===== config.mk =====
export PLATFORM = sky130hd
export DESIGN_NAME = uart_tx
export DESIGN_NICKNAME = d
export VERILOG_FILES = /design/src/rtl/uart_tx.sv
export SDC_FILE = /design/constraint.sdc
export NUM_CORES = 1
export LEC_CHECK = 0
export ABC_AREA = 1
export CORE_MARGIN = 3
export CORE_UTILIZATION = 50
export CTS_CLUSTER_DIAMETER = 50
export DETAILED_ROUTE_END_ITERATION = 16
export PLACE_DENSITY = 0.8
export REMOVE_ABC_BUFFERS = 1
export SKIP_CTS_REPAIR_TIMING = 1
export SYNTH_ARGS = -nofsm -noshare
export SYNTH_HDL_FRONTEND = slang
export SYNTH_SLANG_ARGS = --single-unit

===== constraint.sdc =====
create_clock -name clk -period 2.2 [get_ports clk]
set_input_delay 0.44 -clock clk [delete_from_list [all_inputs] [get_ports clk]]
set_output_delay 0.44 -clock clk [all_outputs]
set_load 0.02 [all_outputs]

===== src/rtl/uart_tx.sv =====
`default_nettype none
// ============================================================================
// uart_tx : 8N1 UART transmitter with a one-byte holding buffer
//           (optional even parity bit when UART_TX_PARITY_EN is defined)
// Rev 1.0
// ============================================================================
module uart_tx #(
  parameter int BIT_PERIOD = 10416
) (
  input  logic       clk,
  input  logic       rst,
  input  logic [7:0] tx_data,
  input  logic       tx_valid,
  output logic       tx_ready,
  output logic       tx,
  output logic       tx_busy,
  output logic       tx_done
);

  localparam logic [15:0] LAST_CNT = 16'(BIT_PERIOD - 1);

  typedef enum logic [2:0] {
    IDLE   = 3'd0,
    START  = 3'd1,
    DATA   = 3'd2,
    PARITY = 3'd3,
    STOP   = 3'd4
  } state_t;

  state_t      state, state_nxt;
  logic [15:0] bit_cnt, bit_cnt_nxt;
  logic [2:0]  bit_idx, bit_idx_nxt;
  logic [7:0]  shift, shift_nxt;
  logic [7:0]  buf_data;
  logic        buf_full;
  logic        load;
  logic        accept;
  logic        bit_end;
  logic        tx_nxt;
  logic        done_nxt;
  logic        busy_nxt;
`ifdef UART_TX_PARITY_EN
  logic        par, par_nxt;
`endif

  assign tx_ready = !buf_full;
  assign accept   = tx_valid && !buf_full;
  assign bit_end  = (bit_cnt == LAST_CNT);

  always_comb begin
    state_nxt   = state;
    bit_cnt_nxt = bit_cnt;
    bit_idx_nxt = bit_idx;
    shift_nxt   = shift;
    load        = 1'b0;
`ifdef UART_TX_PARITY_EN
    par_nxt     = par;
`endif

    case (state)
      IDLE: begin
        if (buf_full) begin
          load        = 1'b1;
          state_nxt   = START;
          bit_cnt_nxt = '0;
        end
      end
      START: begin
        if (bit_end) begin
          state_nxt   = DATA;
          bit_cnt_nxt = '0;
          bit_idx_nxt = '0;
        end else begin
          bit_cnt_nxt = bit_cnt + 16'd1;
        end
      end
      DATA: begin
        if (bit_end) begin
          bit_cnt_nxt = '0;
          shift_nxt   = {1'b0, shift[7:1]};
          if (bit_idx == 3'd7) begin
`ifdef UART_TX_PARITY_EN
            state_nxt = PARITY;
`else
            state_nxt = STOP;
`endif
          end else begin
            bit_idx_nxt = bit_idx + 3'd1;
          end
        end else begin
          bit_cnt_nxt = bit_cnt + 16'd1;
        end
      end
`ifdef UART_TX_PARITY_EN
      PARITY: begin
        if (bit_end) begin
          state_nxt   = STOP;
          bit_cnt_nxt = '0;
        end else begin
          bit_cnt_nxt = bit_cnt + 16'd1;
        end
      end
`endif
      STOP: begin
        if (bit_end) begin
          bit_cnt_nxt = '0;
          // A waiting byte chains straight into the next start bit.
          if (buf_full) begin
            load      = 1'b1;
            state_nxt = START;
          end else begin
            state_nxt = IDLE;
          end
        end else begin
          bit_cnt_nxt = bit_cnt + 16'd1;
        end
      end
      default: begin
        state_nxt   = IDLE;
        bit_cnt_nxt = '0;
        bit_idx_nxt = '0;
      end
    endcase

    if (load) begin
      shift_nxt = buf_data;
`ifdef UART_TX_PARITY_EN
      par_nxt   = ^buf_data;
`endif
    end
  end

  // Line outputs are registered from the current state, one clock behind it.
  always_comb begin
    tx_nxt   = 1'b1;
    done_nxt = 1'b0;
    busy_nxt = (state != IDLE);
    case (state)
      IDLE:   tx_nxt = 1'b1;
      START:  tx_nxt = 1'b0;
      DATA:   tx_nxt = shift[0];
`ifdef UART_TX_PARITY_EN
      PARITY: tx_nxt = par;
`endif
      STOP: begin
        tx_nxt   = 1'b1;
        done_nxt = bit_end;
      end
      default: tx_nxt = 1'b1;
    endcase
  end

  always_ff @(posedge clk) begin
    if (rst) begin
      state    <= IDLE;
      bit_cnt  <= '0;
      bit_idx  <= '0;
      shift    <= '0;
      buf_data <= '0;
      buf_full <= 1'b0;
      tx       <= 1'b1;
      tx_busy  <= 1'b0;
      tx_done  <= 1'b0;
`ifdef UART_TX_PARITY_EN
      par      <= 1'b0;
`endif
    end else begin
      state   <= state_nxt;
      bit_cnt <= bit_cnt_nxt;
      bit_idx <= bit_idx_nxt;
      shift   <= shift_nxt;
      tx      <= tx_nxt;
      tx_busy <= busy_nxt;
      tx_done <= done_nxt;
`ifdef UART_TX_PARITY_EN
      par     <= par_nxt;
`endif
      if (load) begin
        buf_full <= 1'b0;
      end
      if (accept) begin
        buf_data <= tx_data;
        buf_full <= 1'b1;
      end
    end
  end

endmodule
`default_nettype wire

==> impl_results.md, run 1 <==
* Detail Route Antenna Nets at 0
* Layout cells sized above 1 at 17.5%
* WP data arrival at 1.38 ns
* CTS tree: built
* FILL cells at 376
* Clk pwr share at 21.2%
* Static leakage at 0.000935 uW
* Tcrit/Tclk final at 82.6%
* Die area at 5170 um2
* CP max FO at 5
* Tmin final at 1.82 ns
* Hold Path Stages at 2
* Sequential power share at 39.4%
* Final total power at 2430 uW
* Layout net count at 321
* Peak VDD IR at 0.000433 V
* Die Wd at 71.9 um
* Initial DRC Count at 122
* Startpoint Class: register
* CORE AREA at 4090 um2
* Worst Reg2Reg Path Length in Cells at 8
* Vias in the first global route at 1756
* # diodes at 0
* CTS Buffer Depth at 2
* WP data required at 1.76 ns
* Critical Path End Type: output pin
* Switching Share at 40.5%
* Area after DPL at 2330 um2
* Part of the Yosys area used for sequential elements at 38.7%
* Total number of vias at 1842
* Final hold violations at 0
* Mapped Cells at 293
* DRT Wirelength at 4.20 mm
* Area leader, netlist: dfxtp_1
* Switch Pwr at 984 uW
* Starting density of the core at 53.2%
* Fin. max-slew vios at 0
* DRC at 0
* Tightest Pin Transition at 0.420 ns
* Combinational share of power at 39.4%
* Rel. slew slack at 71.8%
* Drt wl/cell at 11.7 um
* GRT Residual Overflow at 0
* DR vias/cell at 5.15
* Area growth syn-to-layout at 11.4%
* Crit Path Category: reg -> out
* Final Cell Area at 2420 um2
* DPL Wire Length at 3.07 mm
* Setup slack, reg-to-reg at 0.44 ns
* Port bufs at 14
* Worst-path clk slew at 0.08 ns
* Tot GR Track Use at 17.4%
* Largest net degree at the start of global routing at 17
* Mean Syn Cell Area at 7.42 um2
* RSZ-0062 raised after global routing: false
* YS warnings at 0
* Status: finished clean
* PD cells at 1000 nW/um2
* Initial antenna violation count at 0
* Clock Skew at 0.00410 ns
* RePlAce Congestion at 0.885
* CTS Buf Count at 5
* TNS Setup at 0 ns
* Max-Cap Viols at 0
* Root buffer cell: clkbuf_8
* Sink Count at 42
* Cell internal pwr at 1440 uW
* Number of synthesized register bits at 42
* First-pass DRT Iterations at 4
* HP Class: reg -> reg
* Cell variety after synth at 31
* I/O pin count at 15
* Achievable Freq at 0.550 GHz
* First-pass GRT wire length at 7.25 mm
* Final Setup Violations at 0
* Die Span Y at 71.9 um
* Clock Latency Late Sink at 0.29 ns
* Synth top area share at 38.7%
* Syn Std Cell Area at 2170 um2
* CTS H-tree lvls at 2
* Largest cells by area after synthesis: dfxtp_1 (39%), nand2_1 (9.2%), nand3_1 (6.2%)
* Row count at 23
-- power groups by stage --
stage | Sequential [uW] | Clock (uW) | Combinational, uW
6_report | 957 | 515 | 955
5_1_grt | 971 | 563 | 1070
4_1_cts | 957 | 530 | 956
3_5_place_dp | 975 | 0 | 951
3_3_place_gp | 971 | 0 | 935
2_1_floorplan | 974 | 0 | 734
-- sequential cells by signal, summed over array words and instances, names as in the netlist --
| register | flops |
|---|---|
| tx_done | 1 |
| bit_cnt | 16 |
| tx_busy | 1 |
| buf_full | 1 |
| state | 3 |
| buf_data | 8 |
| tx | 1 |
| bit_idx | 3 |
| shift | 8 |
-- cell families after synthesis --
logic type,count (synthesis),share of synthesized area [%]
xor gates and xnor gates,2,0.806
muxes,1,0.461
adders and majority gates,3,1.73
buffers and inverters,39,8.17
DFF,42,38.7
and+or+nand+nor,165,40.2
AOI/OAI and AO/OA,41,9.90
-- metrics by stage --
stage | utilization [%] | setup WS [ns] | hold WS (ns) | cells
global placement | 56.9 | 0.551 | 0.442 | 350
finish | 59.2 | 0.382 | 0.457 | 358
global route | 59.2 | 0.233 | 0.478 | 358
detailed placement | 56.9 | 0.507 | 0.446 | 350
floorplan | - | 0.735 | 0.430 | 284
CTS | 59.2 | 0.375 | 0.459 | 358
-- routing by layer --
metal,up-vias,share of wire [%],global-route usage (%)
met3,7,2.7,3.46
met1,820,49,21.3
li1,987,-,-
met5,-,0,0
met2,28,47,30.5
met4,0,1.5,5.64
-- Yosys cell counts --
master and n:
inv_1 18, inv_2 11, nand2_1 53, dfxtp_1 42, a31oi_1 2, ha_1 3
a21oi_2 2, nand2_8 1, a21oi_1 25, or2_1 1, nor3_2 2, nand2_2 7
nand3_2 4, mux2i_1 1, buf_6 4, o21ai_1 3, nand3_1 27, clkinv_1 1
buf_2 1, nor2_4 5, clkbuf_1 4, nor3_1 8, nor2_1 33, nand4_1 11
nor3b_2 3, xnor2_1 1, xor2_1 1, nor3b_1 1, nand2_4 4, nor2_2 5
o21ai_0 9
-- layout by cell type, fill, tap and decap left out, drive strengths merged --
master	count
a31oi	2
inv	29
clkinvlp	1
mux2i	1
buf	2
nor3	10
dfxtp	42
clkinv	2
nand4	11
ha	3
clkbuf	6
xnor2	1
o21ai	12
clkdlybuf4s50	14
xor2	1
nand3	31
nand2	65
nor3b	4
or2	1
nor2	43
a21oi	27
-- final timing paths --
| path | start | to |
|---|---|---|
| setup / recovery | buf_full$_SDFFE_PP0P_ | tx_ready |
| hold / removal | buf_data[5]$_SDFFE_PP0P_ | buf_data[5]$_SDFFE_PP0P_ |
| setup reg to reg | bit_cnt[0]$_SDFFE_PP0P_ | shift[1]$_SDFFE_PP0P_ |
| hold reg to reg | buf_data[5]$_SDFFE_PP0P_ | buf_data[5]$_SDFFE_PP0P_ |
-- critical path, stage by stage, from the launching register on --
cell,delay [ns]
dfxtp_1,0.32
inv_2,0.14
clkdlybuf4s50_1,0.63
-- cell type report --
| cell class | instances | area [um2] | share of cell area, % |
|---|---|---|---|
| Tap cell | 50 | 62.6 | 2.58 |
| Clock inverter | 2 | 12.5 | 0.517 |
| Sequential cell | 42 | 841 | 34.7 |
| Timing Repair Buffer | 16 | 155 | 6.41 |
| Clock buffer | 6 | 82.6 | 3.41 |
| Inverter | 30 | 113 | 4.65 |
| Multi-Input combinational cell | 212 | 1150 | 47.7 |
(Power assumes the default switching activity.)
==> run 2: changes to the inputs <==
clock period = 1.7 ns   (was 2.2 ns; I/O delays follow)
==> run 2 against run 1 <==
First-iteration DRC count fell by 6.6%. Sequential power rose by 29%. Register-to-register slack got worse by 0.28 ns. Die area did not move. Final cell count rose by 1.7%. Hold slack barely moved. Routed wire length rose by 5.6%. Critical path type unchanged.
==> impl_results.md, run 2 (synthesized netlist as in run 1, its figures left out) <==
* Status: finished clean
* Drt wl/cell at 12.2 um (+3.9%)
* Most common cell after layout, fill and taps aside: nand2_1
* Critical Path End Type: output pin
* Max-Cap Viols at 0 (unchanged)
* Reg2reg start: bit_cnt[3]$_SDFFE_PP0P_
* Vias in the first global route at 1810 (+3.1%)
* Startpoint Class: register
* Static leakage at 0.000988 uW (+5.7%)
* Largest net degree at the start of global routing at 17 (unchanged)
* WP data required at 1.36 ns (-0.40 ns)
* Final total power at 3320 uW (+37%)
* Setup slack at placement at 0.0793 ns (-0.428 ns)
* RSZ-0062 raised after global routing: false
* Tightest Pin Transition at 0.451 ns (+0.0305 ns)
* # diodes at 0 (unchanged)
* Die Wd at 71.9 um (unchanged)
* CP Buf/Inv Count at 1 (-1)
* Hold_ws at 0.457 ns (-0.000143 ns)
* Worst-path cell chain: clkdlybuf4s50_1
* CTS H-tree lvls at 2 (unchanged)
* Hold endpoint: buf_data[0]$_SDFFE_PP0P_
* Area growth syn-to-layout at 15.8%
* CTS tree: built
* Crit-path leading delay family: buffers and inverters
* GRT Residual Overflow at 0 (unchanged)
* Achievable Freq at 0.647 GHz
* Root buffer cell: clkbuf_8
* PD cells at 1320 nW/um2 (+32%)
* DRC at 0 (unchanged)
* CTS Buffer Depth at 2 (unchanged)
* Critical hold path startpoint: buf_data[0]$_SDFFE_PP0P_
* Slowest-stage cell, CP: clkdlybuf4s50_1
* Hold Path Stages at 2 (unchanged)
* Rel. slew slack at 69.7% (-2.0 points)
* First-pass GRT wire length at 7.71 mm (+6.4%)
* Reg with most FFs: bit_cnt
* I/O pin count at 15 (unchanged)
* Final setup margin at 0.156 ns (-0.226 ns)
* CP max stage delay at 0.59 ns (-0.04 ns)
* Port bufs at 14 (unchanged)
* Layout cells sized above 1 at 21.0% (+3.5 points)
* Setup slack, reg-to-reg at 0.16 ns (-0.28 ns)
* Total number of vias at 1919 (+4.2%)
* Initial DRC Count at 114 (-6.6%)
* Final Setup Violations at 0 (unchanged)
* Initial antenna violation count at 0 (unchanged)
* Clock Latency Late Sink at 0.29 ns (about the same)
* Post-Layout Cell Count at 364 (+1.7%)
* Worst Reg2Reg Path Length in Cells at 5 (-3)
* DR vias/cell at 5.27 (+2.5%)
* DPL Wire Length at 3.22 mm (+5.0%)
* Die Span Y at 71.9 um (unchanged)
* Detail Route Antenna Nets at 0 (unchanged)
* HP Class: reg -> reg
* Die area at 5170 um2 (unchanged)
* Tot GR Track Use at 18.8% (+1.5 points)
* Layout net count at 327 (+1.9%)
* R2R Path End: bit_cnt[13]$_SDFFE_PP0P_
* Most frequent cells in the layout: nand2_1 (52), dfxtp_1 (40), nor2_1 (33), nand3_1 (26), a21oi_1 (25)
* Row count at 23 (unchanged)
* RePlAce Congestion at 0.855 (-3.4%)
* Starting density of the core at 53.2% (unchanged)
* Clock Skew at 0.00619 ns (+0.00209 ns)
* Placed cells at 356 (+1.7%)
* Final hold violations at 0 (unchanged)
* Sink Count at 42 (unchanged)
* First-pass DRT Iterations at 4 (unchanged)
* Peak VDD IR at 0.000550 V (+27%)
* Largest regs: bit_cnt (16), buf_data (8), shift (8)
* Tmin final at 1.54 ns
* WP data arrival at 1.20 ns (-0.18 ns)
* Tcrit/Tclk final at 90.9%
* Crit Path Category: reg -> out
* CORE AREA at 4090 um2 (unchanged)
* Core Util, Final at 61.6% (+2.4 points)
* CP max FO at 1 (-4)
* DRT Wirelength at 4.44 mm (+5.6%)
* CTS Buf Count at 5 (unchanged)
* Max reg flops at 16 (unchanged)
* Fin. max-slew vios at 0 (unchanged)
* Worst-path clk slew at 0.08 ns (about the same)
## run 2: how the worst max path moves through the flow
stage / start / end / slack [ns] / cells after the start
3_5_place_dp: bit_cnt[0]$_SDFFE_PP0P_ / bit_cnt[12]$_SDFFE_PP0P_ / 0.08 / 10
3_3_place_gp: bit_cnt[0]$_SDFFE_PP0P_ / bit_cnt[12]$_SDFFE_PP0P_ / 0.14 / 10
5_1_grt: state[1]$_SDFFE_PP0P_ / bit_cnt[10]$_SDFFE_PP0P_ / 0.02 / 8
2_1_floorplan: bit_cnt[0]$_SDFFE_PP0P_ / shift[5]$_SDFFE_PP0P_ / 0.23 / 8
6_report: tx_busy$_SDFF_PP0_ / tx_busy / 0.16 / 1
4_1_cts: buf_full$_SDFFE_PP0P_ / tx_ready / -0.03 / 2
## run 2: area by class of cell
class	count	area, um2
Fill cell	378	1570
Tap cell	50	62.6
Timing Repair Buffer	22	203
Multi-Input combinational cell	212	1190
Sequential cell	42	843
Clock buffer	8	110
Inverter	30	113
## run 2: metal layers
metal,GRT usage (%),part of all wire [%]
met5,0,0
met4,7.52,1.3
met3,4.29,4.0
met2,31.1,48
met1,23.8,47
## run 2: through the flow
stage               setup TNS [ns]  cell area (um2)
detailed placement               0             2370
global route                     0             2520
global placement                 0             2370
finish                           0             2520
floorplan                        0             2110
CTS                        -0.0315             2480
## run 2: power breakdown
part           switching [uW]  internal, uW  total, uW
Clock                     338           410        749
Sequential               99.9          1130       1230
Combinational             888           453       1340
==> run 3: changes to the inputs <==
MAX_ROUTING_LAYER = met4   (was default)
TNS_END_PERCENT = 1   (was default)
==> run 3 against run 2 <==
Sequential cell count did not move. Via count up 0.83%. Final cell count unchanged. Hold slack hardly changed. Critical endpoint is now bit_cnt[12]$_SDFFE_PP0P_. First-iteration DRC count grew 12%. Sequential power about the same. Critical path depth is 9 higher. Clock-buffer cell count is the same. Non-clock buffer count unchanged. Highest routed layer unchanged. Die area is the same.
==> impl_results.md, run 3 (synthesized netlist as in run 1, its figures left out) <==
* Status: finished clean
* Achievable Freq at 0.643 GHz (-0.74%)
* WP data required at 1.92 ns (+0.56 ns)
* FILL cells at 378 (unchanged)
* Crit Path Category: reg -> reg
* I/O pin count at 15 (unchanged)
* Initial antenna violation count at 0 (unchanged)
* Vias in the first global route at 1810 (unchanged)
* DRT Wirelength at 4.46 mm (+0.47%)
* Area growth syn-to-layout at 15.7% (about the same)
* HP Class: reg -> reg
* Tot GR Track Use at 19.4% (+0.56 points)
* Total number of vias at 1935 (+0.83%)
* Port bufs at 14 (unchanged)
* Die Span Y at 71.9 um (unchanged)
* Sink Count at 42 (unchanged)
* Clock Skew at 0.00657 ns (+0.000381 ns)
* RePlAce Congestion at 0.869 (+1.6%)
* Startpoint Class: register
* CORE AREA at 4090 um2 (unchanged)
* Detail Route Antenna Nets at 0 (unchanged)
* Fin. max-slew vios at 0 (unchanged)
* Cell internal pwr at 2000 uW (about the same)
* Largest regs: bit_cnt (16), buf_data (8), shift (8)
* Tmin final at 1.56 ns (+0.0115 ns)
* WP data arrival at 1.77 ns (+0.57 ns)
* Drt wl/cell at 12.3 um (+0.47%)
* CTS Buffer Depth at 2 (unchanged)
* DPL Wire Length at 3.22 mm (unchanged)
* Final hold violations at 0 (unchanged)
* Switch Pwr at 1330 uW (+0.14%)
* Tcrit/Tclk final at 91.5% (+0.67 points)
* Max-Cap Viols at 0 (unchanged)
* Starting density of the core at 53.2% (unchanged)
* Die area at 5170 um2 (unchanged)
* Sequential power share at 37.1% (about the same)
* Layout net count at 327 (unchanged)
* DR vias/cell at 5.32 (+0.83%)
* First-pass DRT Iterations at 4 (unchanged)
* RSZ-0062 raised after global routing: false
* Switching Share at 39.9% (about the same)
* Met1 GRT Util at 23.8% (unchanged)
* CTS tree: built
* Met3 Track Usage GR at 4.29% (unchanged)
* Clock Latency Late Sink at 0.29 ns (about the same)
* Rel. slew slack at 69.3% (-0.47 points)
* Most common cell after layout, fill and taps aside: nand2_1
* Worst-path clk slew at 0.08 ns (about the same)
* PD cells at 1320 nW/um2 (+0.20%)
* Combinational share of power at 40.4% (about the same)
* Critical Path End Type: register
* Static leakage at 0.000988 uW (about the same)
* CP max FO at 13 (+12)
* Max reg flops at 16 (unchanged)
* Row count at 23 (unchanged)
* Reg with most FFs: bit_cnt
* First-pass GRT wire length at 7.71 mm (unchanged)
* Met2 Resource Use GR at 31.1% (unchanged)
* Layout cells sized above 1 at 20.7% (-0.32 points)
* Peak VDD IR at 0.000549 V (-0.25%)
* CTS H-tree lvls at 2 (unchanged)
* # diodes at 0 (unchanged)
* Tightest Pin Transition at 0.458 ns (+0.00702 ns)
* DRC at 0 (unchanged)
* Most frequent cells in the layout: nand2_1 (53), dfxtp_1 (40), nor2_1 (33), nand3_1 (26), a21oi_1 (25)
* Die Wd at 71.9 um (unchanged)
* GRT Residual Overflow at 0 (unchanged)
* Core Util, Final at 61.5% (about the same)
* Most used routing layer: met2
* Initial DRC Count at 128 (+12%)
* Final Setup Violations at 0 (unchanged)
* Hold_ws at 0.457 ns (-0.000153 ns)
* CTS Buf Count at 5 (unchanged)
* Root buffer cell: clkbuf_8
* Clk pwr share at 22.5% (about the same)
* Largest net degree at the start of global routing at 17 (unchanged)
==> run 3: worst paths after layout <==
| check | start | to | slack, ns | cells after the start |
|---|---|---|---|---|
| worst max-delay path | bit_cnt[0]$_SDFFE_PP0P_ | bit_cnt[12]$_SDFFE_PP0P_ | 0.14 | 10 |
| worst min-delay path | buf_data[0]$_SDFFE_PP0P_ | buf_data[0]$_SDFFE_PP0P_ | 0.46 | 2 |
| worst max register to register | bit_cnt[0]$_SDFFE_PP0P_ | bit_cnt[12]$_SDFFE_PP0P_ | 0.14 | 10 |
| worst min register to register | buf_data[0]$_SDFFE_PP0P_ | buf_data[0]$_SDFFE_PP0P_ | 0.46 | 2 |
==> run 3: area by class of cell <==
type / count / area [um2] / area share (%)
Inverter: 30 / 113 / 4.48
Tap cell: 50 / 62.6 / 2.49
Sequential cell: 42 / 843 / 33.5
Clock buffer: 8 / 110 / 4.38
Multi-Input combinational cell: 212 / 1180 / 47.1
Timing Repair Buffer: 22 / 203 / 8.06
==> run 3: through the flow <==
stage / area [um2] / power, uW / setup WS (ns) / cells / TNS [ns]
final: 2510 / 3330 / 0.144 / 364 / 0
after global routing: 2510 / 3550 / 0.00518 / 364 / 0
after CTS: 2480 / 3290 / -0.0315 / 364 / -0.0315
after detailed placement: 2370 / 2540 / 0.0793 / 356 / 0
after global placement: 2370 / 2500 / 0.135 / 356 / 0
after floorplan: 2110 / 2210 / 0.235 / 284 / 0
==> run 3: per-layer routing <==
layer	wire [um]	vias to the layer above	share of wire, %
met3	235	6	5.3
met2	2170	43	49
met5	0	-	0
met4	65	0	1.5
met1	1990	877	45
li1	-	1009	-
==> run 3: power by group through the flow <==
stage	Combinational [uW]	Clock, uW	Sequential (uW)
floorplan	949	0	1260
global placement	1260	0	1240
detailed placement	1290	0	1250
CTS	1300	768	1230
global route	1510	799	1250
finish	1340	748	1230
==> run 3: worst max-delay path, stage by stage (launching register included) <==
cell	delay, ns
dfxtp_2	0.34
ha_1	0.21
nand2_1	0.14
inv_2	0.07
nand2_2	0.08
nor2_4	0.04
nand2_4	0.10
nand2_4	0.08
nand2_2	0.09
nand2_4	0.13
nor3_1	0.21
